`src/rtl/dsp_mode_scheduler.sv`:
```
// dsp_mode_scheduler: round-robin sharing of one fracturable signed DSP between two requesters; SCHED_STATS_EN adds stats ports
module dsp_mode_scheduler #(
  parameter int N   = 9,
  parameter int M   = 9,
  parameter int LAT = 3,
  parameter int II  = 4
) (
  input  logic             clk,
  input  logic             rst,
  input  logic [1:0]       i_req_valid,
  output logic [1:0]       o_req_ready,
  input  logic [3:0]       i_req_mode,
  input  logic [2*N-1:0]   i_req_aa,
  input  logic [2*M-1:0]   i_req_bb,
  output logic             o_dsp_start,
  output logic [1:0]       o_dsp_mode,
  output logic [N-1:0]     o_dsp_aa,
  output logic [M-1:0]     o_dsp_bb,
  input  logic [N+M-1:0]   i_dsp_out,
  output logic [1:0]       o_res_valid,
  output logic [N+M-1:0]   o_res_data,
  output logic             o_busy
`ifdef SCHED_STATS_EN
  ,
  output logic [31:0]      o_stat_issued,
  output logic [31:0]      o_stat_switch_cyc
`endif
);
  localparam int CW = $clog2(II + 1);
  typedef enum logic [1:0] {RUN, DRAIN, SETTLE} state_t;
  state_t           r_state, w_next;
  logic             r_ptr;
  logic [1:0]       r_cur_mode, r_tgt;
  logic [CW-1:0]    r_cnt;
  logic [LAT:0]     r_pv, r_pid;
  logic [LAT:0][1:0] r_pm;
  logic             w_win, w_any, w_run, w_acc, w_mis, w_drained;
  logic [1:0]       w_raw, w_wmode;
  logic [N+M-1:0]   w_ext;
  assign o_dsp_mode = r_cur_mode;
  assign o_busy     = (r_state != RUN) || |r_pv;
  always_comb begin
    w_win     = i_req_valid[r_ptr] ? r_ptr : ~r_ptr;
    w_raw     = w_win ? i_req_mode[3:2] : i_req_mode[1:0];
    w_wmode   = (w_raw == 2'b11) ? 2'b10 : w_raw;
    w_any     = |i_req_valid;
    w_run     = (r_state == RUN);
    w_acc     = w_run && w_any && (w_wmode == r_cur_mode);
    w_mis     = w_run && w_any && (w_wmode != r_cur_mode);
    // the oldest stage may retire in the same cycle DRAIN exits
    w_drained = ~|r_pv[LAT-1:0];
    o_req_ready = w_acc ? (w_win ? 2'b10 : 2'b01) : 2'b00;
    w_next = w_mis ? DRAIN :
             (r_state == DRAIN && w_drained) ? SETTLE :
             (r_state == SETTLE && r_cnt == '0) ? RUN : r_state;
    w_ext = (r_pm[LAT] == 2'b00) ? {{(N+M-10){i_dsp_out[9]}}, i_dsp_out[9:0]} :
            (r_pm[LAT] == 2'b01) ? {{(N+M-15){i_dsp_out[14]}}, i_dsp_out[14:0]} : i_dsp_out;
  end
  always_ff @(posedge clk) begin
    if (rst) begin
      r_state     <= RUN;
      r_ptr       <= 1'b0;
      r_cur_mode  <= 2'b10;
      r_tgt       <= 2'b10;
      r_cnt       <= '0;
      r_pv        <= '0;
      r_pid       <= '0;
      r_pm        <= '0;
      o_dsp_start <= 1'b0;
      o_dsp_aa    <= '0;
      o_dsp_bb    <= '0;
      o_res_valid <= 2'b00;
      o_res_data  <= '0;
    end else begin
      r_state     <= w_next;
      o_dsp_start <= w_acc;
      if (w_acc) begin
        r_ptr    <= ~w_win;
        o_dsp_aa <= w_win ? i_req_aa[2*N-1:N] : i_req_aa[N-1:0];
        o_dsp_bb <= w_win ? i_req_bb[2*M-1:M] : i_req_bb[M-1:0];
      end
      if (w_mis) r_tgt <= w_wmode;
      if (r_state == DRAIN && w_drained) begin
        r_cur_mode <= r_tgt;
        r_cnt      <= CW'(II);
      end else if (r_cnt != '0) r_cnt <= r_cnt - 1'b1;
      r_pv  <= {r_pv[LAT-1:0], w_acc};
      r_pid <= {r_pid[LAT-1:0], w_win};
      r_pm  <= {r_pm[LAT-1:0], w_wmode};
      o_res_valid <= {r_pv[LAT] & r_pid[LAT], r_pv[LAT] & ~r_pid[LAT]};
      if (r_pv[LAT]) o_res_data <= w_ext;
    end
  end
`ifdef SCHED_STATS_EN
  always_ff @(posedge clk) begin
    if (rst) begin
      o_stat_issued     <= '0;
      o_stat_switch_cyc <= '0;
    end else begin
      if (o_dsp_start && ~&o_stat_issued) o_stat_issued <= o_stat_issued + 1'b1;
      if (!w_run && ~&o_stat_switch_cyc) o_stat_switch_cyc <= o_stat_switch_cyc + 1'b1;
    end
  end
`endif
endmodule

```
`config.mk`:
```
export PLATFORM = sky130hd
export DESIGN_NAME = dsp_mode_scheduler
export DESIGN_NICKNAME = d
export VERILOG_FILES = /design/src/rtl/dsp_mode_scheduler.sv
export SDC_FILE = /design/constraint.sdc
export NUM_CORES = 1
export LEC_CHECK = 0
export ABC_CLOCK_PERIOD_IN_PS = 5400
export CAP_MARGIN = 20
export CORE_ASPECT_RATIO = 1.5
export CORE_UTILIZATION = 47
export DETAILED_ROUTE_END_ITERATION = 10
export GPL_TIMING_DRIVEN = 0
export PLACE_DENSITY = 0.94
export SLEW_MARGIN = 20
export SYNTH_ARGS = -nofsm -noshare
export SYNTH_HDL_FRONTEND = slang
export SYNTH_SLANG_ARGS = --single-unit
```
`constraint.sdc`:
```
create_clock -name clk -period 5.4 [get_ports clk]
set_clock_uncertainty 0.2 [all_clocks]
set_input_delay 1.08 -clock clk [delete_from_list [all_inputs] [get_ports clk]]
set_output_delay 1.08 -clock clk [all_outputs]
set_load 0.05 [all_outputs]
```
* After elaboration in Yosys (flattened, before gate mapping) *
Index checks and enable logic that the tools add are counted.

cells by class
  reductions and logical operators = 20
  equal/unequal tests = 6
  mux-type cells = 16
  bitwise logic cells = 5
  add/subtract/negate cells = 1
  order comparisons = 1

operator list
  kind                                                        count
  2-to-1 mux 18 bit                                           2
  2-to-1 mux 9 bit                                            2
  2-to-1 mux 2 bit                                            6
  2-to-1 mux 3 bit                                            2
  nonzero test 2 bit                                          3
  nonzero test 3 bit                                          2
  OR reduction 2 bit                                          3
  logical AND 1 bit                                           5
  == test 2 x 1 -> 1 bit, second input constant               2
  == test 2 bit, second input constant                        2
  logical NOT 2 bit                                           2
  2-to-1 mux 1 bit                                            4
  OR reduction 4 bit                                          1
  logical NOT 3 bit                                           1
  NOT 1 bit                                                   3
  OR reduction 3 bit                                          1
  subtractor 3 x 1 -> 3 bit, second input constant            1
  bitwise AND 1 bit                                           2
  == test 2 bit                                               1
  less-than comparator 1 x 2 -> 1 bit, second input constant  1
  != test 2 bit                                               1
  logical NOT 1 bit                                           1
  logical OR 1 bit                                            1

word-level totals
  input bits = 62
  register bits after elaboration = 65
  word-level logic and storage cells = 67
  output and inout port bits = 44

* Longest topological paths before layout *
Gate-level depths: netlist of the first run.

  depth in word-level cells = 9
  mapped depth = 7
  gate-level depth less buffers = 5

* Least setup slack after synthesis of the first run *
OpenSTA, ideal clock, no wires.

  kind = input port to output port
  start point = input port i_req_valid[1]
  end point = output port o_req_ready[0]
  stages = 6
  data required time = 4120 ps
  path slack = 1464 ps
  path buffers = 1
  arrival = 2656 ps
  path through = nand2b_2 -> and3_4 -> nor4_4 -> buf_2 -> a21oi_1 -> nor2_1

between the ends
  longest elaborated chain between the ends = 9
  elaborated cells on any way between the ends = 12
  classes of those cells = 2 x eq/ne; 7 x mux; 3 x reduce/logical

ends and longest elaborated chain
  what                                                 line  source
  start: declaration                                   10    input logic [1:0] i_req_valid,
  2-to-1 mux 1 bit (not written as such) (2 in a row)  43    w_win = i_req_valid[r_ptr] ? r_ptr : ~r_ptr;
  2-to-1 mux 1 bit                                     43
  2-to-1 mux 2 bit                                     44    w_raw = w_win ? i_req_mode[3:2] : i_req_mode[1:0];
  == test 2 bit                                        45    w_wmode = (w_raw == 2'b11) ? 2'b10 : w_raw;
  2-to-1 mux 2 bit                                     45
  == test 2 bit                                        48    w_acc = w_run && w_any && (w_wmode == r_cur_mode);
  logical AND 1 bit                                    48
  2-to-1 mux 2 bit *                                   52    o_req_ready = w_acc ? (w_win ? 2'b10 : 2'b01) : 2'b00;
  end: declaration                                     11    output logic [1:0] o_req_ready,

Mark *: on every way between the ends. The rest lies on a longest branch, timed or not. The select of a mux whose other input is x is not followed.

* Final worst setup path of the first run *
  start point = input port i_req_valid[0]
  end point = output port o_req_ready[1]

Same word-level chain as after synthesis.

==> results of run 1 <==
[cells in the mapped netlist (2+ instances only)]
cell type / instances
dfxtp_1: 64
mux2i_1: 31
nor2_1: 29
a211oi_1: 23
a211oi_2: 21
nor2b_1: 14
nand2_1: 11
buf_2: 8
a21oi_1: 6
clkbuf_1: 6
nand2b_1: 6
nor3_1: 6
o21ai_0: 6
a311oi_1: 5
buf_1: 4
inv_1: 3
buf_6: 2
ha_1: 2
o21ai_2: 2
[registers in the layout (all words and copies together), names as in the netlist]
name         flops
r_pm             8
o_dsp_bb         9
r_ptr            1
r_pid            4
o_res_valid      2
r_state          2
o_dsp_mode       2
r_pv             4
o_res_data      18
r_tgt            2
r_cnt            3
o_dsp_aa         9
[worst reg2reg max path: stages, from the launching register on]
cell,delay [ns]
dfxtp_1,0.42
nand2b_4,0.19
nand3_1,0.15
a211oi_2,0.28
a21o_1,0.13
buf_6,0.16
buf_6,0.19
a211oi_2,0.09
[kinds of logic (layout without fill, tap and decap cells)]
family / after synthesis / count (layout) / share of synthesized area
flops: 64 / 64 / 0.457
fa+ha+maj: 2 / 2 / 0.00893
simple gates: 78 / 78 / 0.150
mux: 32 / 32 / 0.115
compound gates: 72 / 72 / 0.224
buf+inv: 24 / 144 / 0.0424
xor+xnor: 1 / 1 / 0.00313
[power groups by stage]
stage	Sequential [W]	Combinational, W	Clock [W]
2_1_floorplan	0.000762	0.000371	0
3_5_place_dp	0.000603	0.000758	0
3_3_place_gp	0.000601	0.000741	0
4_1_cts	0.000595	0.000764	0.000453
6_report	0.000596	0.000762	0.000447
5_1_grt	0.000605	0.000806	0.000478
[through the flow]
step / hold WS (ns) / power (W) / cell area (um2) / instances
global route: 0.255 / 0.00189 / 4150 / 465
global placement: 0.200 / 0.00134 / 3930 / 449
detailed placement: 0.213 / 0.00136 / 3930 / 449
finish: 0.226 / 0.00181 / 4150 / 465
floorplan: 0.190 / 0.00113 / 2800 / 273
CTS: 0.223 / 0.00181 / 4150 / 465
[worst paths after layout]
path                    endpoint  slack [ns]  cells after the start
setup / recovery  o_req_ready[1]        0.53                      8
hold / removal    o_res_valid[0]        0.23                      1
setup reg to reg     o_dsp_bb[5]        3.44                      7
hold reg to reg   o_res_valid[0]        0.23                      1
[metal layers]
metal / routed length [um] / GRT usage
met5: 0 / 0
met4: 59 / 0.0688
met3: 506 / 0.0798
met2: 3740 / 0.432
met1: 2670 / 0.231
[layout by cell type, fill, tap and decap left out, types with 2 or more instances in the layout]
| cell | Yosys | layout |
|---|---|---|
| clkdlybuf4s50_1 | 0 | 104 |
| dfxtp_1 | 64 | 64 |
| mux2i_1 | 31 | 31 |
| nor2_1 | 29 | 29 |
| a211oi_1 | 23 | 23 |
| a211oi_2 | 21 | 21 |
| nor2b_1 | 14 | 14 |
| nand2_1 | 11 | 11 |
| clkbuf_8 | 0 | 10 |
| clkbuf_1 | 6 | 9 |
| buf_2 | 8 | 8 |
| nand2b_1 | 6 | 6 |
| a21oi_1 | 6 | 6 |
| o21ai_0 | 6 | 6 |
| nor3_1 | 6 | 6 |
| a311oi_1 | 5 | 5 |
| buf_1 | 4 | 4 |
| inv_1 | 3 | 3 |
| o21ai_2 | 2 | 2 |
| buf_6 | 2 | 2 |
| ha_1 | 2 | 2 |
| bufinv_16 | 0 | 2 |
[final cells by class]
type / instances / area [um2] / share of cell area
tap: 72 / 90.1 / 0.0217
clock inverter: 3 / 65.1 / 0.0157
buffer: 21 / 108 / 0.0259
sequential: 64 / 1280 / 0.309
multi-input combinational: 185 / 1400 / 0.338
timing repair buffer: 104 / 1040 / 0.251
inverter: 3 / 11.3 / 0.00271
clock buffer: 13 / 149 / 0.0359
==> results.json, run 1 <==
{
  "status": "complete, no violations",
  "p_sw_w": 0.000682,
  "netlist_area_um2": 2800,
  "die_x_um": 65.1,
  "cts_sinks": 64,
  "cts-hold-fix-buffers": 0,
  "antenna_found_initial": 0,
  "worst_slew_pin_slew_ns": 0.738,
  "rows": 34,
  "timing.final.max_slew_violations": 0,
  "clock_power_share": 0.247,
  "cp-startpoint": "i_req_valid[0]",
  "grt_overflow": 0,
  "h-tree-depth": 3,
  "synth_fp_nets": 337,
  "hold_start": "r_pid[3]",
  "ant_nets": 0,
  "power_leakage_nw": 1.51,
  "cts_buffers": 9,
  "synth_edf_count": 0,
  "netlist_instances": 273,
  "max_freq_ghz": 0.205,
  "slew_headroom": 0.508,
  "r2r-start": "r_ptr",
  "dr.pass1.iters": 6,
  "ys_top_cells_by_area": "dfxtp_1, mux2i_1, a211oi_2",
  "wl_per_cell_um": 15.0,
  "cpPeakStageDelay_ns": 0.82,
  "ys_seq_area_frac": 0.457,
  "ys_types": 43,
  "first_global_vias": 2431,
  "avgSynthCellArea_um2": 10.3,
  "end_kind": "output pin",
  "cp_num_buf_inv": 3,
  "fin_nets": 452,
  "intPower_w": 0.00112,
  "grt_pass1_wl_um": 10900,
  "synthToLayoutAreaGrowth_pct": 48.0,
  "ctsResizeCount": 0,
  "synth_flop_cell": "dfxtp_1",
  "core-area_um2": 5790,
  "power_frac_seq": 0.330,
  "required_ns": 4.12,
  "post-route-drc-count": 0,
  "rsz0062_at_grt": "false",
  "die_y_um": 96.6,
  "cts_tree": "built",
  "vias": 2451,
  "synth-seq-cells": 64,
  "power_density_nw_per_um2": 435,
  "drv_cap": 0,
  "clk_pin_slew_ns": 0.07,
  "postLayoutCoreUtil": 0.717,
  "track_usage": 0.228,
  "setup_ws_ns": 0.529,
  "final_hold_viol_count": 0,
  "dp_hpwl_um": 5240,
  "root_buffer": "clkbuf_8",
  "setup-tns-final_ns": 0,
  "crit_chain": "clkdlybuf4s50_1 > nor2b_2 > o21ai_2 > a211oi_2 > buf_2 > a21oi_1 > nor2_1 > clkdlybuf4s50_1",
  "yosysTopAreaCell": "dfxtp_1",
  "post-route-min-period_ns": 4.87,
  "post_cts_buffers": 0,
  "grt_max_degree": 11,
  "cts_buffer_depth": 2,
  "crit_path_top_delay_cell": "clkdlybuf4s50_1",
  "wl_um": 6970,
  "vias_per_cell": 5.27,
  "synthDominantCellAreaShare": 0.457,
  "n_fill_cell": 437,
  "crit_top_cell": "clkdlybuf4s50_1",
  "synth-async-reset-ratio": 0,
  "switching_share": 0.378,
  "fin_crit_sh": 0.902,
  "hp-class": "reg -> reg",
  "first_iter_violations": 92,
  "worst_ir_drop_vdd_mv": 0.295,
  "p_comb_frac": 0.422,
  "pre_cts_ws_ns": 0.526,
  "insertion_delay_ns": 0.33,
  "drive_gt1_frac": 0.137,
  "port_buffers": 104,
  "crit_type": "in -> out",
  "routabilityCongestion": 0.834,
  "startpoint_type": "primary input",
  "crit_arrival_ns": 3.59,
  "ys_warn_count": 0,
  "setup_violations": 0,
  "cp_top_family": "buffers and inverters",
  "crit_fanout": 10,
  "die_area_um2": 6280,
  "io_pins": 106,
  "start_util": 0.484,
  "antenna_cells": 0
}
Power figures use the tool's default switching activity.
==> run 2: changes to the inputs <==
Settings changed: CORE_UTILIZATION 47 to 30, PLACE_DENSITY 0.94 to 0.67.
==> run 2 against run 1 <==
Compared with the run above:
- register-to-register slack lost 0.03 ns
- sequential share of layout area fell by 0.89 points
- global-route usage decreased by 7.0 points
- critical endpoint unchanged
- highest routed layer unchanged
==> results.json, run 2 (same netlist as run 1, synthesis figures left out) <==
{
  "status": "complete, no violations",
  "pre_cts_ws_ns": 0.484,
  "layout_common_cells": "clkdlybuf4s50_1, dfxtp_1, mux2i_1",
  "vias_per_cell": 4.91,
  "hp-class": "reg -> reg",
  "rsz0062_at_grt": "false",
  "largest_register_ff_count": 18,
  "final_common_cell": "clkdlybuf4s50_1",
  "crit_fanout": 10,
  "dp_hpwl_um": 5320,
  "slew_headroom": 0.519,
  "startpoint_type": "primary input",
  "crit_arrival_ns": 3.63,
  "first_iter_violations": 88,
  "cts_tree": "built",
  "dr.pass1.iters": 4,
  "grt_pass1_wl_um": 11800,
  "die_x_um": 80.9,
  "vias": 2471,
  "start_util": 0.314,
  "post_cts_buffers": 0,
  "die_y_um": 120,
  "antenna_found_initial": 0,
  "switching_share": 0.369,
  "port_buffers": 104,
  "clock_power_share": 0.290,
  "stdcell_area_um2": 4270,
  "worst_ir_drop_vdd_mv": 0.218,
  "p_sw_w": 0.000705,
  "regMostFlops": "o_res_data",
  "power_frac_seq": 0.312,
  "power_density_nw_per_um2": 447,
  "end_kind": "output pin",
  "n_fill_cell": 855,
  "crit_path_top_delay_cell": "clkdlybuf4s50_1",
  "cpPeakStageDelay_ns": 0.82,
  "fin_nets": 452,
  "antenna_cells": 0,
  "clk_pin_slew_ns": 0.05,
  "min_path_cells": 1,
  "power_leakage_nw": 1.54,
  "post-route-drc-count": 0,
  "intPower_w": 0.00121,
  "worst_slew_pin_slew_ns": 0.721,
  "track_usage": 0.158,
  "core-area_um2": 8930,
  "cts-hold-fix-buffers": 0,
  "root_buffer": "clkbuf_16",
  "wl_um": 7240,
  "rows": 42,
  "io_pins": 106,
  "first_global_vias": 2536,
  "setup_ws_ns": 0.487,
  "grt_overflow": 0,
  "ant_nets": 0,
  "crit_top_cell": "clkdlybuf4s50_1",
  "synthToLayoutAreaGrowth_pct": 52.4,
  "h-tree-depth": 3,
  "setup_violations": 0,
  "setup-tns-final_ns": 0,
  "die_area_um2": 9740,
  "crit_type": "in -> out",
  "fin_crit_sh": 0.910,
  "p_comb_frac": 0.398,
  "drv_cap": 0,
  "timing.final.max_slew_violations": 0,
  "max_freq_ghz": 0.204,
  "cts_buffer_depth": 2,
  "crit_chain": "clkdlybuf4s50_1 > nand2b_2 > and3_4 > nor4_4 > buf_2 > a21oi_1 > nor2_1 > clkdlybuf4s50_1",
  "final_hold_viol_count": 0,
  "insertion_delay_ns": 0.32,
  "routabilityCongestion": 0.763,
  "wl_per_cell_um": 14.4,
  "ctsResizeCount": 0,
  "drive_gt1_frac": 0.142,
  "grt_max_degree": 12,
  "top_regs": "o_res_data (18), o_dsp_aa (9), o_dsp_bb (9)",
  "required_ns": 4.12,
  "cts_sinks": 64,
  "post-route-min-period_ns": 4.91,
  "rr_worst_depth": 7,
  "cts_buffers": 9,
  "place_area_um2": 3980
}
run 2: cell type report:
type                            instances  area (um2)  share of cell area
Timing Repair Buffer                  104        1040               0.244
Clock inverter                          6        60.1              0.0141
Tap cell                              110         138              0.0322
Buffer                                 21         108              0.0252
Inverter                                3        11.3             0.00264
Multi-Input combinational cell        185        1400               0.328
Sequential cell                        64        1280               0.300
Clock buffer                           10         229              0.0536
run 2: worst max-delay path: cells and delay by family:
kind,cells,cell delay [ns]
buf+inv,3,1.58
compound gates,1,0.14
simple gates,4,0.84
run 2: power by group through the flow:
stage / clock [W] / sequential (W) / combinational [W]
6_report: 0.000554 / 0.000595 / 0.000761
5_1_grt: 0.000591 / 0.000605 / 0.000816
4_1_cts: 0.000567 / 0.000595 / 0.000768
3_5_place_dp: 0 / 0.000603 / 0.000763
3_3_place_gp: 0 / 0.000603 / 0.000753
2_1_floorplan: 0 / 0.000762 / 0.000371
run 2: stage by stage:
stage / utilization / total power [W] / hold slack, ns / std cells
3_5_place_dp: 0.446 / 0.00137 / 0.216 / 487
4_1_cts: 0.478 / 0.00193 / 0.224 / 503
2_1_floorplan: - / 0.00113 / 0.190 / 273
3_3_place_gp: 0.446 / 0.00136 / 0.195 / 487
5_1_grt: 0.478 / 0.00201 / 0.256 / 503
6_report: 0.478 / 0.00191 / 0.218 / 503
run 2: final timing paths:
check        slack [ns]             end      startpoint
max                0.49  o_req_ready[1]  i_req_valid[1]
min                0.22  o_res_valid[0]        r_pid[3]
max reg2reg        3.41     o_dsp_bb[5]           r_ptr
min reg2reg        0.22  o_res_valid[0]        r_pid[3]
run 2: per-layer routing:
layer	vias up	global-route usage	wire, um
met5	-	0	0
met4	0	0.0658	134
met3	10	0.0468	539
met2	103	0.274	3580
met1	1136	0.176	2990
li1	1222	-	-
==> run 3: changes to the inputs <==
Settings changed: TNS_END_PERCENT from default to 50.
==> results of run 3 <==
The final DEF is identical to that of run 2; final timing and power are the same.
==> RTL change, RTL diff (config.mk and constraints of run 1) <==
Add a define of `SCHED_STATS_EN`.
--- a/src/rtl/dsp_mode_scheduler.sv
+++ b/src/rtl/dsp_mode_scheduler.sv
@@ -1,4 +1,6 @@
 // dsp_mode_scheduler: round-robin sharing of one fracturable signed DSP between two requesters; SCHED_STATS_EN adds stats ports
+`define SCHED_STATS_EN
+
 module dsp_mode_scheduler #(
   parameter int N   = 9,
   parameter int M   = 9,
Behaviour (old outputs only; new: o_stat_issued and o_stat_switch_cyc): unchanged (equiv_simple and equiv_induct, registers matched by name and starting in step).
==> RTL change against run 1 <==
Area after synthesis grew 110%. Design area grew 100%. Power grew 73%. Worst setup slack lost 0.28 ns. Sequential cell count grew 64. First-iteration DRC count grew 130%. Routed wire length grew 140%. Combinational power grew 13%. Maximum frequency shrank 5.5%.
==> RTL change: results (changes against run 1) <==
- I/O Buffers: 169 (was 104)
- LEAKAGE: 2.92 nW (was 1.51 nW)
- Clock Path Buffers: 2 (unchanged)
- Synth Instances: 658 (was 273)
- First-pass GRT wire length: 26.7 mm (was 10.9 mm)
- CTS Buf Count: 17 (was 9)
- Rel. slew slack: 38.9% (was 50.8%)
- R2R Path Start: o_stat_issued[17] (was r_ptr)
- Finished Layout Cells: 1,012 (was 465)
- Placed Area: 7770 µm² (was 3930 µm²)
- H-Tree Depth: 4 (was 3)
- Setup WS pre-CTS: -0.264 ns (was 0.526 ns)
- Share of cells above drive strength 1: 6.64% (was 13.7%)
- CTS Root Cell: clkbuf_16 (was clkbuf_8)
- Synth cell types: 56 (was 43)
- GPL Wtd Cong: 0.846 (was 0.834)
- Post-cts sizing count: 3 (was 0)
- Clk_lat worst skew: 0.41 ns (was 0.33 ns)
- Cell Area, Synth: 5880 µm² (was 2800 µm²)
- Largest regs: o_stat_issued x32, o_stat_switch_cyc x32, o_res_data x18 (was o_res_data x18, o_dsp_aa x9, o_dsp_bb x9)
- Status: completed (unchanged)
- Worst setup path start: i_req_valid[1] (was i_req_valid[0])
- Dpl hpwl: 11.8 mm (was 5.24 mm)
- Crit-path max cell delay: 0.56 ns (was 0.82 ns)
- Slowest CP cell: dlygate4sd2_1 (was clkdlybuf4s50_1)
- Fillers: 872 (was 437)
- First-pass DRT Iterations: 5 (was 6)
- Area of the multi-input gates: 3140 µm² (was 1400 µm²)
- Largest cells by area after synthesis: dfxtp_1 44%, mux2i_1 5.8%, nor2_1 4.8% (was dfxtp_1 46%, mux2i_1 11%, a211oi_2 9.4%)
- Synthesized net count: 724 (was 337)
- Most frequent cells after synthesis: 128 x dfxtp_1, 76 x nor2_1, 37 x nand2_1 (was 64 x dfxtp_1, 31 x mux2i_1, 29 x nor2_1)
- Number of global-route vias before repair: 5,692 (was 2,431)
- GRT Util Overall: 25.8% (was 22.8%)
- # nets final: 912 (was 452)
- CP arrival: 3.87 ns (was 3.59 ns)
- R2R cell count: 6 (was 7)
- 1st-iter DRT viols: 214 (was 92)
==> RTL change: cell types whose count changed after synthesis, sizes merged, moves of 20 or more <==
cell	run 1	this run
dfxtp	64	128
nor2	29	76
nand2	11	37
clkbuf	6	31
a31oi	1	24
a211oi	44	22
a21oi	6	26
nand3	1	21
==> RTL change: report_power, final <==
part	switching, mW	leakage (nW)	internal [mW]	total [mW]
logic	0.543	1.60	0.319	0.862
clock network	0.424	0.282	0.724	1.15
registers	0.0705	1.04	1.03	1.10
total	1.04	2.92	2.08	3.11
==> RTL change: metal layers <==
metal	share of wire (%)	track usage [%]	vias up	routed length [µm]
met1	38	27.7	2782	6200
met2	53	45.3	228	8670
met5	0	0	-	0
li1	-	-	2801	-
met4	4.2	14.6	0	694
met3	5.6	6.30	61	921
==> RTL change: kinds of logic after synthesis <==
logic type	Yosys count	share of synthesized area (%)
adders and majority gates	4	0.851
DFF	128	43.6
AOI/OAI and AO/OA	139	15.8
xor gates and xnor gates	27	4.02
muxes	45	7.89
and+or+nand+nor	267	24.8
buffers and inverters	48	3.10
==> RTL change: path summary, 6_finish.rpt <==
| check | end | slack [ns] |
|---|---|---|
| worst max register to register | o_stat_issued[21] | 2.64 |
| worst min-delay path | o_res_valid[0] | 0.21 |
| worst min register to register | o_res_valid[0] | 0.21 |
| worst max-delay path | o_req_ready[0] | 0.25 |
==> RTL change: worst max-delay path: cells and delay by family <==
family	cells	cell delay, ns
buffers and inverters	3	1.46
AOI/OAI and AO/OA	2	0.67
and+or+nand+nor	3	0.65
==> RTL change: final cells by class <==
cell class                 instances  share of cell area (%)
clock inverter                    14                    1.99
multi-input combinational        482                    37.6
sequential                       128                    30.6
timing repair buffer             169                    20.2
inverter                          11                   0.494
tap                              153                    2.29
clock buffer                      18                    5.13
buffer                            37                    1.69
